--- src/rtl/disp7_pkg.sv ---
// disp7_pkg: shared constants and hex-to-segment decode for the 7-segment display mux.
package disp7_pkg;
    localparam int SUBTICKS = 16;
    localparam logic [6:0] SEG_TABLE [16] = '{
        7'h3F, 7'h06, 7'h5B, 7'h4F, 7'h66, 7'h6D, 7'h7D, 7'h07,
        7'h7F, 7'h6F, 7'h77, 7'h7C, 7'h39, 7'h5E, 7'h79, 7'h71
    };
    function automatic logic [6:0] hex_to_seg(input logic [3:0] hex);
        return SEG_TABLE[hex];
    endfunction
endpackage

--- src/rtl/disp7_hex_decoder.sv ---
// disp7_hex_decoder: combinational nibble to active-high {g,f,e,d,c,b,a} segment pattern.
module disp7_hex_decoder
    import disp7_pkg::*;
(
    input  logic [3:0] hex,
    output logic [6:0] seg
);
    assign seg = hex_to_seg(hex);
endmodule

--- src/rtl/display_mux_7seg_n.sv ---
// display_mux_7seg_n: N-digit multiplexed 7-segment driver with deadtime, blanking and frame snapshot.
// Defining DISP7_PWM_EN adds per-frame brightness PWM from i_Brillo.
module display_mux_7seg_n
    import disp7_pkg::*;
#(
    parameter int N_DIGITS      = 4,
    parameter int PRESC_DIV     = 50000,
    parameter int ANODE_ACT_LOW = 1,
    parameter int SEG_ACT_LOW   = 1
) (
    input  logic                        i_Clk,
    input  logic                        i_Rst,
    input  logic [4*N_DIGITS-1:0]       i_Datos,
    input  logic [N_DIGITS-1:0]         i_Dp,
    input  logic [N_DIGITS-1:0]         i_Blank,
    input  logic [3:0]                  i_Brillo,
    output logic [N_DIGITS-1:0]         o_Anodos,
    output logic [6:0]                  o_Segmentos,
    output logic                        o_Dp,
    output logic [$clog2(N_DIGITS)-1:0] o_Sel,
    output logic                        o_Frame
);
    localparam int   SW = $clog2(N_DIGITS);
    localparam int   CW = PRESC_DIV > 1 ? $clog2(PRESC_DIV) : 1;
    localparam logic AL = ANODE_ACT_LOW != 0;
    localparam logic SL = SEG_ACT_LOW != 0;

    generate
        if (N_DIGITS < 2 || N_DIGITS > 8 || PRESC_DIV < 1) begin : g_bad_param
            $error("display_mux_7seg_n: N_DIGITS must be 2..8 and PRESC_DIV >= 1");
        end
    endgenerate

    logic [CW-1:0]         cnt;
    logic [3:0]            sub;
    logic [SW-1:0]         sel;
    logic [4*N_DIGITS-1:0] snap_datos;
    logic [N_DIGITS-1:0]   snap_dp;
    logic [N_DIGITS-1:0]   snap_blank;
    logic                  tick;
    logic                  slot_end;
    logic                  wrap;
    logic                  lit;
    logic [6:0]            seg_hi;
    logic [N_DIGITS-1:0]   an_hi;

    assign tick     = cnt == CW'(PRESC_DIV - 1);
    assign slot_end = tick && sub == 4'(SUBTICKS - 1);
    assign wrap     = slot_end && sel == SW'(N_DIGITS - 1);

    always_ff @(posedge i_Clk or posedge i_Rst) begin
        if (i_Rst) begin
            cnt <= '0;
            sub <= '0;
            sel <= '0;
        end else begin
            cnt <= tick ? '0 : cnt + 1'b1;
            if (tick)
                sub <= sub + 1'b1;
            if (slot_end)
                sel <= wrap ? '0 : sel + 1'b1;
        end
    end

    // Inputs are only ever displayed through these, so a frame never mixes old and new data.
    always_ff @(posedge i_Clk or posedge i_Rst) begin
        if (i_Rst) begin
            snap_datos <= '0;
            snap_dp    <= '0;
            snap_blank <= '0;
        end else if (wrap) begin
            snap_datos <= i_Datos;
            snap_dp    <= i_Dp;
            snap_blank <= i_Blank;
        end
    end

`ifdef DISP7_PWM_EN
    logic [3:0] snap_bri;
    always_ff @(posedge i_Clk or posedge i_Rst) begin
        if (i_Rst)
            snap_bri <= '0;
        else if (wrap)
            snap_bri <= i_Brillo;
    end
    assign lit = sub != 4'd0 && !snap_blank[sel] && sub <= snap_bri;
`else
    logic unused_brillo;
    assign unused_brillo = ^i_Brillo;
    assign lit = sub != 4'd0 && !snap_blank[sel];
`endif

    disp7_hex_decoder u_dec (
        .hex(snap_datos[{sel, 2'b00} +: 4]),
        .seg(seg_hi)
    );

    assign an_hi = lit ? N_DIGITS'(1) << sel : '0;

    // Sub 0 keeps anodes dark while segments settle, which removes ghosting.
    always_ff @(posedge i_Clk or posedge i_Rst) begin
        if (i_Rst) begin
            o_Anodos    <= {N_DIGITS{AL}};
            o_Segmentos <= {7{SL}};
            o_Dp        <= SL;
            o_Sel       <= '0;
            o_Frame     <= 1'b0;
        end else begin
            o_Anodos    <= an_hi ^ {N_DIGITS{AL}};
            o_Segmentos <= seg_hi ^ {7{SL}};
            o_Dp        <= snap_dp[sel] ^ SL;
            o_Sel       <= sel;
            o_Frame     <= wrap;
        end
    end
endmodule
--- config.mk ---
export PLATFORM = sky130hd
export DESIGN_NAME = display_mux_7seg_n
export DESIGN_NICKNAME = d
export VERILOG_FILES = /design/src/rtl/disp7_pkg.sv /design/src/rtl/disp7_hex_decoder.sv /design/src/rtl/display_mux_7seg_n.sv
export SDC_FILE = /design/constraint.sdc
export NUM_CORES = 1
export LEC_CHECK = 0
export ABC_AREA = 1
export ABC_CLOCK_PERIOD_IN_PS = 3160
export CORE_MARGIN = 3
export CORE_UTILIZATION = 50
export CTS_CLUSTER_DIAMETER = 60
export DETAILED_ROUTE_END_ITERATION = 8
export HOLD_SLACK_MARGIN = 0.03
export PLACE_DENSITY = 0.77
export SETUP_SLACK_MARGIN = 0.02
export SLEW_MARGIN = 5
export SYNTH_ARGS = -nofsm -noshare
export SYNTH_HDL_FRONTEND = slang
export SYNTH_SLANG_ARGS = --single-unit
export TNS_END_PERCENT = 50
--- constraint.sdc ---
create_clock -name i_Clk -period 3.16 [get_ports i_Clk]
set_input_delay 0.632 -clock i_Clk [delete_from_list [all_inputs] [get_ports i_Clk]]
set_output_delay 0.632 -clock i_Clk [all_outputs]
set_load 0.05 [all_outputs]
; Word-level counts from Yosys, hierarchy flattened
; Memory sizes are Yosys's and may differ from the RTL's.
; Index checks and enable logic that the tools add are counted.
[word_totals]
out_inout_bits = 15
elab_cells = 40
n_memories = 1
regBits = 61
romBits = 112
in_bits = 30
[mem_list]
columns = name, depth, width, read_ports, rd_ports_with_merged_regs, wr, line
row1 = (name not given), 16, 7, 1, 0, 0, disp7_pkg.sv:9  ; return SEG_TABLE[hex];
[op_classes]
n_reduce_logical = 5
n_shift = 2
order_cmp = 2
bitwise_logic = 4
eq_ne = 3
addsub = 3
muxes = 9
[op_table]
columns = op, n
row1 = $add 16x1->16 const B, 1
row2 = $eq 16x16->1 const B, 1
row3 = $mux 16, 1
row4 = $shiftx 16x5->4, 1
row5 = $mux 7, 2
row6 = $not 7->7, 1
row7 = $ge 5x5->1 const B, 1
row8 = $not 4->5, 1
row9 = $add 4x1->4 const B, 1
row10 = $bmux 1 s2, 2
row11 = $eq 4x4->1 const B, 1
row12 = $mux 4, 1
row13 = $not 4->4, 1
row14 = $reduce_bool 4->1, 1
row15 = $shl 1x2->4 const A, 1
row16 = $logic_and 1x1->1, 3
row17 = $lt 2x3->1 const B, 1
row18 = $add 2x1->2 const B, 1
row19 = $eq 2x2->1 const B, 1
row20 = $mux 1, 2
row21 = $mux 2, 1
row22 = $logic_not 1->1, 1
row23 = $not 1->1, 1

; Longest topological paths before layout
; Gate-level depths: netlist of the first run.
[logic_depth]
word_depth = 6
mapped_depth = 11

; Hierarchy
; From an unflattened synthesis of the first run, not the netlist that was laid out.
[unflattened]
cells_unflattened = 383
hier_area_um2 = 3171.8
[modules_own_cells]
columns = mod, area_per_inst_um2, cells_each, seq_area_each_um2, instances
row1 = display_mux_7seg_n, 2901.5, 331, 1541.5, 1
row2 = disp7_hex_decoder, 270.3, 52, 0.0, 1

; Least setup slack after synthesis of the first run
; Ideal clock, no wire load.
[synth_path]
kind = reg-to-reg
startpoint = reg sel[0]
endpoint = reg o_Segmentos[2]
path_stages_with_launch = 11
path_buffers = 1
arrival_time_ns = 1.550
synth_period_minus_slack_ns = 1.629
path_slack_ns = 1.531
setup_ns = 0.079
cell_sequence = dfrtp_1 > inv_1 > buf_2 > nand2_1 > nand3_1 > nand2_1 > inv_1 > ha_1 > inv_1 > nand3_1 > o21ai_0
[synth_between]
elab_chain_cells = 6
[synth_lines]
columns = element, line
row1 = from (decl), display_mux_7seg_n.sv:36  ; logic [SW-1:0] sel;
row2 = from (signal assigned), display_mux_7seg_n.sv:61  ; sel <= wrap ? '0 : sel + 1'b1;
row3 = $shiftx 16x5->4, display_mux_7seg_n.sv:94  ; .hex(snap_datos[{sel, 2'b00} +: 4]),
row4 = $not 4->5 (implied by the code), disp7_pkg.sv:9
row5 = $mem_v2 16x7, --
row6 = $mux 7 (implied by the code) (2 in a row), disp7_pkg.sv:9
row7 = $not 7->7 (no source line), --
row8 = to (signal assigned), display_mux_7seg_n.sv:104  ; o_Segmentos <= {7{SL}};
row9 = to (signal assigned), display_mux_7seg_n.sv:110  ; o_Segmentos <= seg_hi ^ {7{SL}};
row10 = to (decl), display_mux_7seg_n.sv:18  ; output logic [6:0] o_Segmentos,
; Every way passes these cells. The select of a mux whose other input is x is not followed.
; A chain may end at the register's enable or synchronous reset.

; Worst setup path after layout of the first run
[layout_path]
startpoint = reg o_Anodos[2]
endpoint = out o_Anodos[2]
[layout_rtl]
columns = element, line
row1 = from (decl), display_mux_7seg_n.sv:17  ; output logic [N_DIGITS-1:0] o_Anodos,
row2 = from (signal assigned), display_mux_7seg_n.sv:103  ; o_Anodos <= {N_DIGITS{AL}};
row3 = from (signal assigned), display_mux_7seg_n.sv:109  ; o_Anodos <= an_hi ^ {N_DIGITS{AL}};
; No word-level cell between the ends.

==> impl_metrics.toml, run 1 <==
[drt]
routedWlPerCell_um = 13.4
routed-via-count = 2676
remaining_drc_errors = 0
finalWirelength_um = 6770
first_pass_iters = 4
ant_nets = 0
drtIter0Drc = 160
via_per_inst = 5.31

[timing]
tns_ps = 0
slew_violations = 0
fin_worst_skew_ps = 8.41
setup_viol = 0
slew_headroom_pct = 44.9
fin_crit_sh_pct = 71.5
tightest_slew_ps = 825
rsz0062_at_grt = "no"
hold_violations = 0
setup_ws_ps = 899
min_period_ps = 2260
fmax_mhz = 442

[placement]
portBuffers = 40
hpwl_um = 4660
gp_congestion = 0.867
post-place-ws_ps = 1020

[final_layout]
drive_gt1_share_pct = 9.09
diodes = 0
area_growth_pct = 21.0
final_nets = 468

[synthesis]
synth-edff-count = 0
synth_top_area_share_pct = 39.3
synthCells = 383
yosys-top-cells-area = "dfrtp_1, nand2_1, dfstp_2"
synth.ff_latch_count = 61
synth_area_sq_mm = 0.00312
yosys_most_used_dff = "dfrtp_1"
yosys_warnings = 0
yosysMostFrequentCell = "nand2_1"
synth.avg_cell_area_sq_um = 8.15
synthTopCellsByCount = "nand2_1, dfrtp_1, inv_1"
async_reset_ff_share_pct = 100
yosys.cell_types.count = 26
synth.yosys.seq_area_share_pct = 49.4
yosysTopAreaCell = "dfrtp_1"
syn_nets = 426

[die]
dieArea_sq_mm = 0.00723
core_sq_mm = 0.00599
initial_core_util_pct = 52.1
die_w_um = 85.0
ios = 45
num_rows = 28
dieHeight_um = 85.0

[setup_path]
worstSetupEndpointType = "output port"
criticalPathCategory = "register to output port"
slowest_delay_ps = 790
path_buf_inv = 1
crit_slowest_cell = "clkdlybuf4s50_1"
crit_fanout = 1
path_cells = "clkdlybuf4s50_1"
worst_ep_arrival_time_ps = 1630
required_ps = 2530
start_kind = "register"
critical_path.top_delay_family = "buffers and inverters"

[clock_tree]
numCtsBuffers = 9
clock_latency_ps = 320
post_cts.repair.setup_buffers = 0
hold_buffers = 0
clkTransAtPathRegs_ps = 60
ctsResizeCount = 0
cts_tree = "done"
clock-sinks = 61
cts.htree.levels = 3
cts_buffer_depth = 2
cts_root_buf = "clkbuf_8"

[global_routing]
gr-total-overflow = 0
grt_antenna_before_repair = 0
grt_pass1_wl_um = 11600
grt_pass1_vias = 2564
grt_max_degree = 40
track_usage_pct = 20.1

[min_path]
min_path_type = "register to register"

[run_status]
status = "completed"

[power]
power_uw = 1510
leakage_uw = 0.00180
power.density_mw_per_mm2 = 401
ir_drop_uv = 311

[job]
cap_viol_max_count = 0
report_power, final:
group          switching [uW]  internal [uW]
sequential                  0            782
combinational            20.5           29.4
clock                     280            403
total                     300           1210
placed cells by master, fill, tap and decap left out:
master | Yosys | routed
nand4_2 | 1 | 1
buf_12 | 0 | 1
o21bai_1 | 2 | 2
a21oi_1 | 5 | 5
xor2_1 | 8 | 8
nor3b_1 | 1 | 1
dfrtp_1 | 49 | 49
buf_4 | 1 | 3
clkinv_2 | 0 | 1
o21ai_0 | 8 | 8
clkdlybuf4s50_1 | 0 | 40
clkbuf_8 | 0 | 11
nor2_1 | 26 | 26
nand3_2 | 1 | 1
bufinv_16 | 0 | 1
nor2_2 | 1 | 1
nor2_4 | 2 | 2
a22o_1 | 1 | 1
nand3_1 | 34 | 34
nand2_1 | 132 | 132
nand4_1 | 26 | 26
nor3_1 | 6 | 6
inv_1 | 37 | 36
dfstp_2 | 12 | 12
inv_2 | 2 | 3
clkbuf_1 | 3 | 2
a32o_1 | 1 | 1
nand2_2 | 2 | 2
ha_1 | 13 | 13
worst min-delay path, stage by stage, from the launching register on:
cell and delay (ps):
dfrtp_1 350, nand2_1 50, nand2_1 50
metal layers:
metal  share of wire [%]  wire length, um  GRT usage [%]  up-vias
met5                   0                0              0        -
met2                  47             3200           31.0       72
met4                 1.8              123           9.21        0
met3                 4.8              327           3.50       15
met1                  46             3120           27.7     1278
li1                    -                -              -     1311
metrics by stage:
step / area [sq um] / utilization, % / hold slack, ps / instances
after floorplan: 3120 / - / 444 / 383
after global placement: 3580 / 59.8 / 463 / 489
after detailed placement: 3580 / 59.8 / 467 / 489
after CTS: 3780 / 63.1 / 484 / 504
after global routing: 3780 / 63.1 / 510 / 504
final: 3780 / 63.1 / 483 / 504
state kept, by name, summed over array words and instances, names as in the netlist, 4 cells and up:
name / count
snap_dp: 4
o_Anodos: 4
cnt: 16
sub: 4
snap_blank: 4
snap_datos: 16
o_Segmentos: 7
final cells by class:
cell class | count | area [sq um]
Timing Repair Buffer | 44 | 443
Fill cell | 503 | 2210
Inverter | 39 | 146
Clock buffer | 13 | 159
Multi-Input combinational cell | 270 | 1360
Clock inverter | 2 | 35.0
Sequential cell | 61 | 1540
Tap cell | 75 | 93.8
cells by family after synthesis:
group	count (synthesis)	share of synthesized area (%)
AOI/OAI and AO/OA	17	3.16
xor gates and xnor gates	8	2.24
adders and majority gates	13	5.21
buffers and inverters	52	7.13
DFF	61	49.4
and+or+nand+nor	232	32.9
final timing paths:
kind / start / endpoint / slack (ps) / cells past startpoint
min in group asynchronous: i_Rst / snap_blank[2] / 720 / 2
setup / recovery: o_Anodos[2] / o_Anodos[2] / 900 / 1
hold reg to reg: snap_blank[1] / snap_blank[1] / 480 / 2
setup reg to reg: cnt[0] / o_Frame / 990 / 7
max in group asynchronous: i_Rst / o_Segmentos[0] / 1780 / 3
hold / removal: snap_blank[1] / snap_blank[1] / 480 / 2
Power figures use the tool's default switching activity.
==> run 2, diff against run 1 <==
Settings changed: ABC_CLOCK_PERIOD_IN_PS 3160 to 2200.
Clock period 3.16 ns to 2.2 ns, I/O delays scaled along.
==> impl_metrics.toml, run 2 (synthesized netlist as in run 1, its figures left out) <==
[global_routing]
grt_max_degree = 37
grt_pass1_vias = 2444
grt_antenna_before_repair = 0
gr-total-overflow = 0
grt_pass1_wl_um = 11300
track_usage_pct = 19.9

[final_layout]
mostFrequentLayoutCells = "nand2_1, dfrtp_1, clkdlybuf4s50_1"
top_regs = "cnt x16, snap_datos x16, o_Segmentos x7"
utilization_pct = 63.5
diodes = 0
area_growth_pct = 21.9
fillers = 524
final_nets = 474
layout_commonest_cell = "nand2_1"
drive_gt1_share_pct = 10.3
fin_cells = 511

[setup_path]
worst_ep_arrival_time_ps = 1650
path_buf_inv = 1
slowest_delay_ps = 790
worstSetupEndpointType = "output port"
start_kind = "register"
crit_slowest_cell = "clkdlybuf4s50_1"
path_cells = "clkdlybuf4s50_1"
crit_fanout = 1
criticalPathCategory = "register to output port"
required_ps = 1760
critical_path.top_delay_family = "buffers and inverters"

[die]
core_sq_mm = 0.00599
dieArea_sq_mm = 0.00723
dieHeight_um = 85.0
num_rows = 28
initial_core_util_pct = 52.1
ios = 45
die_w_um = 85.0

[clock_tree]
cts.htree.levels = 3
cts_buffer_depth = 2
clock-sinks = 61
ctsResizeCount = 0
hold_buffers = 0
clkTransAtPathRegs_ps = 60
cts_root_buf = "clkbuf_8"
numCtsBuffers = 9
clock_latency_ps = 340
cts_tree = "done"
post_cts.repair.setup_buffers = 0

[timing]
slew_violations = 0
fin_hold_ws_ps = 476
hold_violations = 0
tightest_slew_ps = 492
setup_ws_ps = 110
fin_worst_skew_ps = 4.91
fmax_mhz = 479
tns_ps = 0
setup_viol = 0
min_period_ps = 2090
rsz0062_at_grt = "no"
fin_crit_sh_pct = 95.0
slew_headroom_pct = 67.1

[drt]
via_per_inst = 5.14
finalWirelength_um = 6640
drtIter0Drc = 248
remaining_drc_errors = 0
routedWlPerCell_um = 13.0
first_pass_iters = 4
routed-via-count = 2628
ant_nets = 0

[placement]
hpwl_um = 4660
gp_congestion = 0.867
dp.cells = 495
portBuffers = 40
post-place-ws_ps = 399

[power]
power.density_mw_per_mm2 = 562
switching_share_pct = 20.7
p_switching_uw = 442
clockPowerShare_pct = 44.3
pwr-share-seq_pct = 52.5
combPwrFrac_pct = 3.3
intPower_uw = 1700
ir_drop_uv = 357
leakage_uw = 0.00182

[min_path]
min_path_type = "input port to async pin"

[job]
cap_viol_max_count = 0

[run_status]
status = "completed"
run 2: cell count changes in the layout (fill, tap and decap cells not counted):
cell,delta
bufinv_16,-1
buf_4,+7
clkinv_2,-1
clkbuf_1,+1
clkbuf_8,+2
buf_12,-1
run 2: final cells by class:
| type | instances | area, sq um | area share [%] |
|---|---|---|---|
| Tap cell | 75 | 93.8 | 2.47 |
| Sequential cell | 61 | 1540 | 40.5 |
| Clock buffer | 16 | 190 | 5.00 |
| Multi-Input combinational cell | 270 | 1360 | 35.7 |
| Inverter | 39 | 146 | 3.85 |
| Timing Repair Buffer | 50 | 475 | 12.5 |
run 2: path summary, 6_finish.rpt:
check | startpoint | endpoint | slack (ps) | cells after the start
max | o_Segmentos[5] | o_Segmentos[5] | 110 | 1
min | i_Rst | snap_blank[2] | 480 | 3
max reg2reg | cnt[0] | snap_datos[11] | 350 | 8
min reg2reg | snap_datos[13] | snap_datos[13] | 480 | 2
max in group asynchronous | i_Rst | o_Segmentos[1] | 1340 | 3
min in group i_Clk | snap_datos[13] | snap_datos[13] | 480 | 2
run 2: per-layer routing:
layer / part of all wire, % / global-route usage [%] / vias to the layer above / routed length, um
met3: 3.9 / 3.40 / 11 / 259
met4: 2.0 / 9.21 / 0 / 136
met5: 0 / 0 / - / 0
met1: 47 / 27.6 / 1241 / 3150
li1: - / - / 1325 / -
met2: 47 / 30.6 / 51 / 3090
run 2: metrics by stage:
step	power (uW)	instance area (sq um)
after floorplan	1160	3120
after detailed placement	1210	3620
after global routing	2210	3810
after CTS	2160	3810
final	2140	3810
after global placement	1210	3620
run 2: power groups by stage:
stage / combinational, uW / sequential (uW) / clock (uW)
after floorplan: 16.2 / 1140 / 0
after global placement: 71.6 / 1140 / 0
after detailed placement: 72.0 / 1140 / 0
after CTS: 72.6 / 1120 / 968
after global routing: 78.2 / 1120 / 1010
final: 69.9 / 1120 / 948
==> variant 1, RTL diff (flow settings as in run 2) <==
Build with the macro `DISP7_PWM_EN` defined.
--- a/src/rtl/display_mux_7seg_n.sv
+++ b/src/rtl/display_mux_7seg_n.sv
@@ -2,2 +2,4 @@
 // Defining DISP7_PWM_EN adds per-frame brightness PWM from i_Brillo.
+`define DISP7_PWM_EN
+
 module display_mux_7seg_n
Check against the original RTL: no difference found for any inputs over 10 cycles, from zero or initial values and one cycle with i_Rst high; that may be too few to reach the edited logic, so the function may still have changed.
==> variant 1 against run 2 <==
- setup slack got worse by 0.010 ns
- wire length increased by 5.9%
- via count increased by 10%
- sequential cell count increased by 4
- non-clock buffer count decreased by 1
- final area increased by 7.3%
- count of clock-buffer cells in the layout decreased by 3
- power decreased by 2.6%
- synthesized area increased by 11%
- largest cell class unchanged
- largest power group unchanged
- highest routed layer unchanged
==> variant 1: results (changes against run 2) <==
ys_types: 25  # -3.8%
synth_common_cells: "140 x nand2_1, 53 x dfrtp_1, 38 x inv_1, 38 x nor2_1, 31 x nand4_1"
min_path_type: "flip-flop to flip-flop"
drtIter0Drc: 138  # -44%
grt_antenna_before_repair: 0  # unchanged
nets: 517  # +9.1%
synthXorXnorAreaFrac: 0.0227  # +0.000234
synthAdderAreaFrac: 0.0612  # +0.00909
slew_viol_final: 0  # unchanged
pre_cts_ws_ns: 0.367  # -0.0318 ns
max_freq_mhz: 476  # -0.48%
crit_end: "o_Dp"
r2r_start: "sub[1]"
top_regs: "cnt x16, snap_datos x16, o_Segmentos x7"
status: "completed"
io_buffers: 44  # +10%
reg2regPathDepth: 6  # -2
drt_wl_total_um: 7030  # +5.9%
p_leak_nw: 1.94  # +6.5%
drtPass1Iterations: 5  # +1
synth.yosys.seq_area_share: 0.472  # -0.0215
post_drt_via_cell_ratio: 5.27  # +2.5%
ys_top_cells_by_area: "dfrtp_1 38%, nand2_1 15%, dfstp_2 9.1%, ha_1 6.1%, nand4_1 5.6%"
post_cts_resized: 0  # unchanged
post-dp-hpwl_um: 4960  # +6.4%
synth_compound_area_frac: 0.0396  # +0.00793
drive_gt1_frac: 0.0803  # -0.0229
cp_max_fo: 1  # unchanged
dpl.cell_count: 536  # +8.3%
crit_arrival_ns: 1.66
via_count: 2898  # +10%
synth_nets: 473  # +11%
syn_inst: 426  # +11%
skew_ns: 0.0102  # +0.00526 ns
place_congestion: 0.892  # +2.9%
fillCellCount: 559  # +6.7%
r2r-end: "snap_datos[3]"
peakVddDrop_v: 0.000305  # -14%
dpl-instance-area_um2: 3940  # +8.9%
root_buffer: "clkbuf_8"
diodes: 0  # unchanged
grt_usage: 0.201  # +0.00195
grt_pass1_wl_um: 12200  # +7.7%
register_area_um2: 1640  # +6.5%
clk_latency_ns: 0.35
cp_slowest_cell: "clkdlybuf4s50_1"
worstSetupStartpoint: "o_Dp"
slowest_delay_ns: 0.80
grt_pass1_vias: 2741  # +12%
grt_max_degree: 66  # +78%
synth-edff-count: 0  # unchanged
worst_pin_slew_ns: 0.509  # +0.0176 ns
r2r_slack_ns: 0.37  # +0.02 ns
## variant 1: cell types whose count changed in the layout (fill, tap and decap cells not counted), moves of 2 or more
cell / change
a21oi_1: +2
buf_12: +2
buf_4: -7
clkbuf_8: -4
clkdlybuf4s50_1: +4
dfrtp_1: +4
ha_1: +4
nand2_1: +8
nand3_1: -5
nand4_1: +5
nor2_1: +12
o21ai_0: +6
o21ai_1: +3
## variant 1: cell families after synthesis
| group | count (synthesis) |
|---|---|
| compound gates | 26 |
| xor+xnor | 9 |
| fa+ha+maj | 17 |
| buf+inv | 57 |
| flops | 65 |
| simple gates | 252 |
## variant 1: layout make-up
| cell class | instances | area share |
|---|---|---|
| clock buffer | 13 | 0.0340 |
| clock inverter | 1 | 0.00123 |
| inverter | 41 | 0.0377 |
| multi-input combinational | 304 | 0.378 |
| sequential | 65 | 0.402 |
| tap | 77 | 0.0236 |
| timing repair buffer | 49 | 0.123 |
## variant 1: power breakdown
group	leakage, nW	switching, mW	total, mW	internal (mW)
registers	0.705	0	1.20	1.20
logic	1.16	0.0293	0.0777	0.0484
clock network	0.0733	0.415	0.811	0.396
total	1.94	0.445	2.09	1.64
## variant 1: per-layer routing
layer	vias to the layer above	wire length, µm	global-route usage
met5	-	0	0
met4	0	118	0.0825
met3	10	430	0.0590
met2	79	3330	0.321
met1	1345	3160	0.256
li1	1464	-	-
## variant 1: worst min path at each step
stage                     slack (ns)            end     startpoint
after floorplan                 0.40       o_Sel[1]         sel[1]
after global placement          0.46  snap_blank[2]  snap_blank[2]
after detailed placement        0.46  snap_blank[1]  snap_blank[1]
after CTS                       0.47  snap_blank[1]  snap_blank[1]
after global routing            0.50    snap_bri[2]    snap_bri[2]
final                           0.47    snap_bri[2]    snap_bri[2]
==> variant 2, RTL diff (flow settings as in run 2) <==
Made on the original files. The output `o_Anodos` loses its register stage (`o_Anodos` becomes a continuous assignment).
--- a/src/rtl/display_mux_7seg_n.sv
+++ b/src/rtl/display_mux_7seg_n.sv
@@ -102,3 +102,2 @@
         if (i_Rst) begin
-            o_Anodos    <= {N_DIGITS{AL}};
             o_Segmentos <= {7{SL}};
@@ -108,3 +107,2 @@
         end else begin
-            o_Anodos    <= an_hi ^ {N_DIGITS{AL}};
             o_Segmentos <= seg_hi ^ {7{SL}};
@@ -115,2 +113,4 @@
     end
+
+    assign o_Anodos = an_hi ^ {N_DIGITS{AL}};
 endmodule
Formal check against the unedited RTL: same outputs for any inputs over 10 cycles, from zero or initial values and one cycle with i_Rst high; that may be too few to reach the edited logic, so the function may still have changed.
==> variant 2 against run 2 <==
- non-clock buffer count is 2 higher
- synthesized area is 2.5% lower
- wire length is 0.62% higher
- sequential cell count is 4 lower
- sequential share of layout area is 2.5 points lower
- setup slack worse by 0.018 ns
- maximum frequency is 0.87% lower
- largest cell class unchanged
- synthesized cell count is 1.0% lower
- sequential power is 6% lower
- core utilization is 2.7 points higher
- power is 0.82% lower
- critical endpoint is now o_Dp
- global-route usage is 0.74 points higher
- critical path depth stayed put
- final area is 0.72% lower
==> variant 2: results (changes against run 2) <==
p_switching_mw: 0.504  # +14%
nonClkBufAreaFrac: 0.140  # +0.0155
crit_end: "o_Dp"
clkTransAtPathRegs_ns: 0.08  # +0.02 ns
met1_usage: 0.271  # -0.00455
status: "completed"
skew_ns: 0.00865  # +0.00374 ns
ys_types: 24  # -7.7%
min_path_type: "input port to async pin"
clk_latency_ns: 0.35
synth_nets: 422  # -0.94%
grt_util_met2: 0.312  # +0.00555
route.met2.wl_um: 3100  # +0.39%
grt_pass1_vias: 2576  # +5.4%
syn_avg_cell_area_um2: 8.03  # -1.5%
ys_top_cells_by_area: "dfrtp_1 40%, nand2_1 15%, dfstp_2 6.9%, nand4_1 5.8%, nand3_1 5.4%"
post_drt_via_cell_ratio: 5.28  # +2.6%
grt_pass1_wl_um: 11700  # +3.1%
grt_usage: 0.207  # +0.00745
multi_input_area_share: 0.364  # +0.00691
r2r_slack_ns: 0.28  # -0.07 ns
area_delta_synth_final_pct: 24.1
synth_common_cells: "125 x nand2_1, 49 x dfrtp_1, 35 x inv_1"
synth.yosys.seq_area_share: 0.472  # -0.0217
clockNetworkAreaShare: 0.0536  # +0.00368
nets: 472  # -0.42%
pre_cts_ws_ns: 0.297  # -0.102 ns
crit_arrival_ns: 1.67  # +0.02 ns
wire_per_inst_um: 13.2  # +1.6%
buffers: 52  # +4.0%
peakVddDrop_v: 0.000419  # +17%
worst_pin_slew_ns: 0.511  # +0.0192 ns
wl_met3_um: 395  # +53%
grt_max_degree: 58  # +57%
drtIter0Drc: 109  # -56%
register_area_um2: 1440  # -6.7%
post-dp-hpwl_um: 4620  # -0.88%
grtUsageMet3: 0.0592  # +0.0252
nWellTaps: 72  # -4.0%
place_congestion: 0.870  # +0.25%
fillCellCount: 469  # -10%
synth_top_area_frac: 0.403  # +0.0102
wl_met1_um: 3040  # -3.7%
r2r-end: "snap_datos[6]"
==> variant 2: kinds of logic (layout without fill, tap and decap cells) <==
group / Yosys count / count (layout) / synth area share
simple gates: 230 / 230 / 0.336
xor+xnor: 9 / 9 / 0.0259
compound gates: 20 / 20 / 0.0366
fa+ha+maj: 13 / 13 / 0.0534
flops: 57 / 57 / 0.472
buf+inv: 50 / 105 / 0.0765
==> variant 2: worst min path at each step <==
stage | start | endpoint | slack, ns
4_1_cts | i_Rst | snap_datos[7] | 0.48
3_3_place_gp | snap_datos[6] | snap_datos[6] | 0.45
5_1_grt | i_Rst | snap_datos[7] | 0.50
3_5_place_dp | snap_datos[14] | snap_datos[14] | 0.46
6_report | i_Rst | cnt[11] | 0.47
2_1_floorplan | snap_datos[12] | snap_datos[12] | 0.44
==> variant 2: timing repair <==
item | 4_1_cts | 5_1_grt
resized for setup | 1 | 1
setup endpoints to repair | 4 | 4
hold endpoints to repair | 0 | 0
gates cloned | 0 | 0
setup buffers | 0 | 5
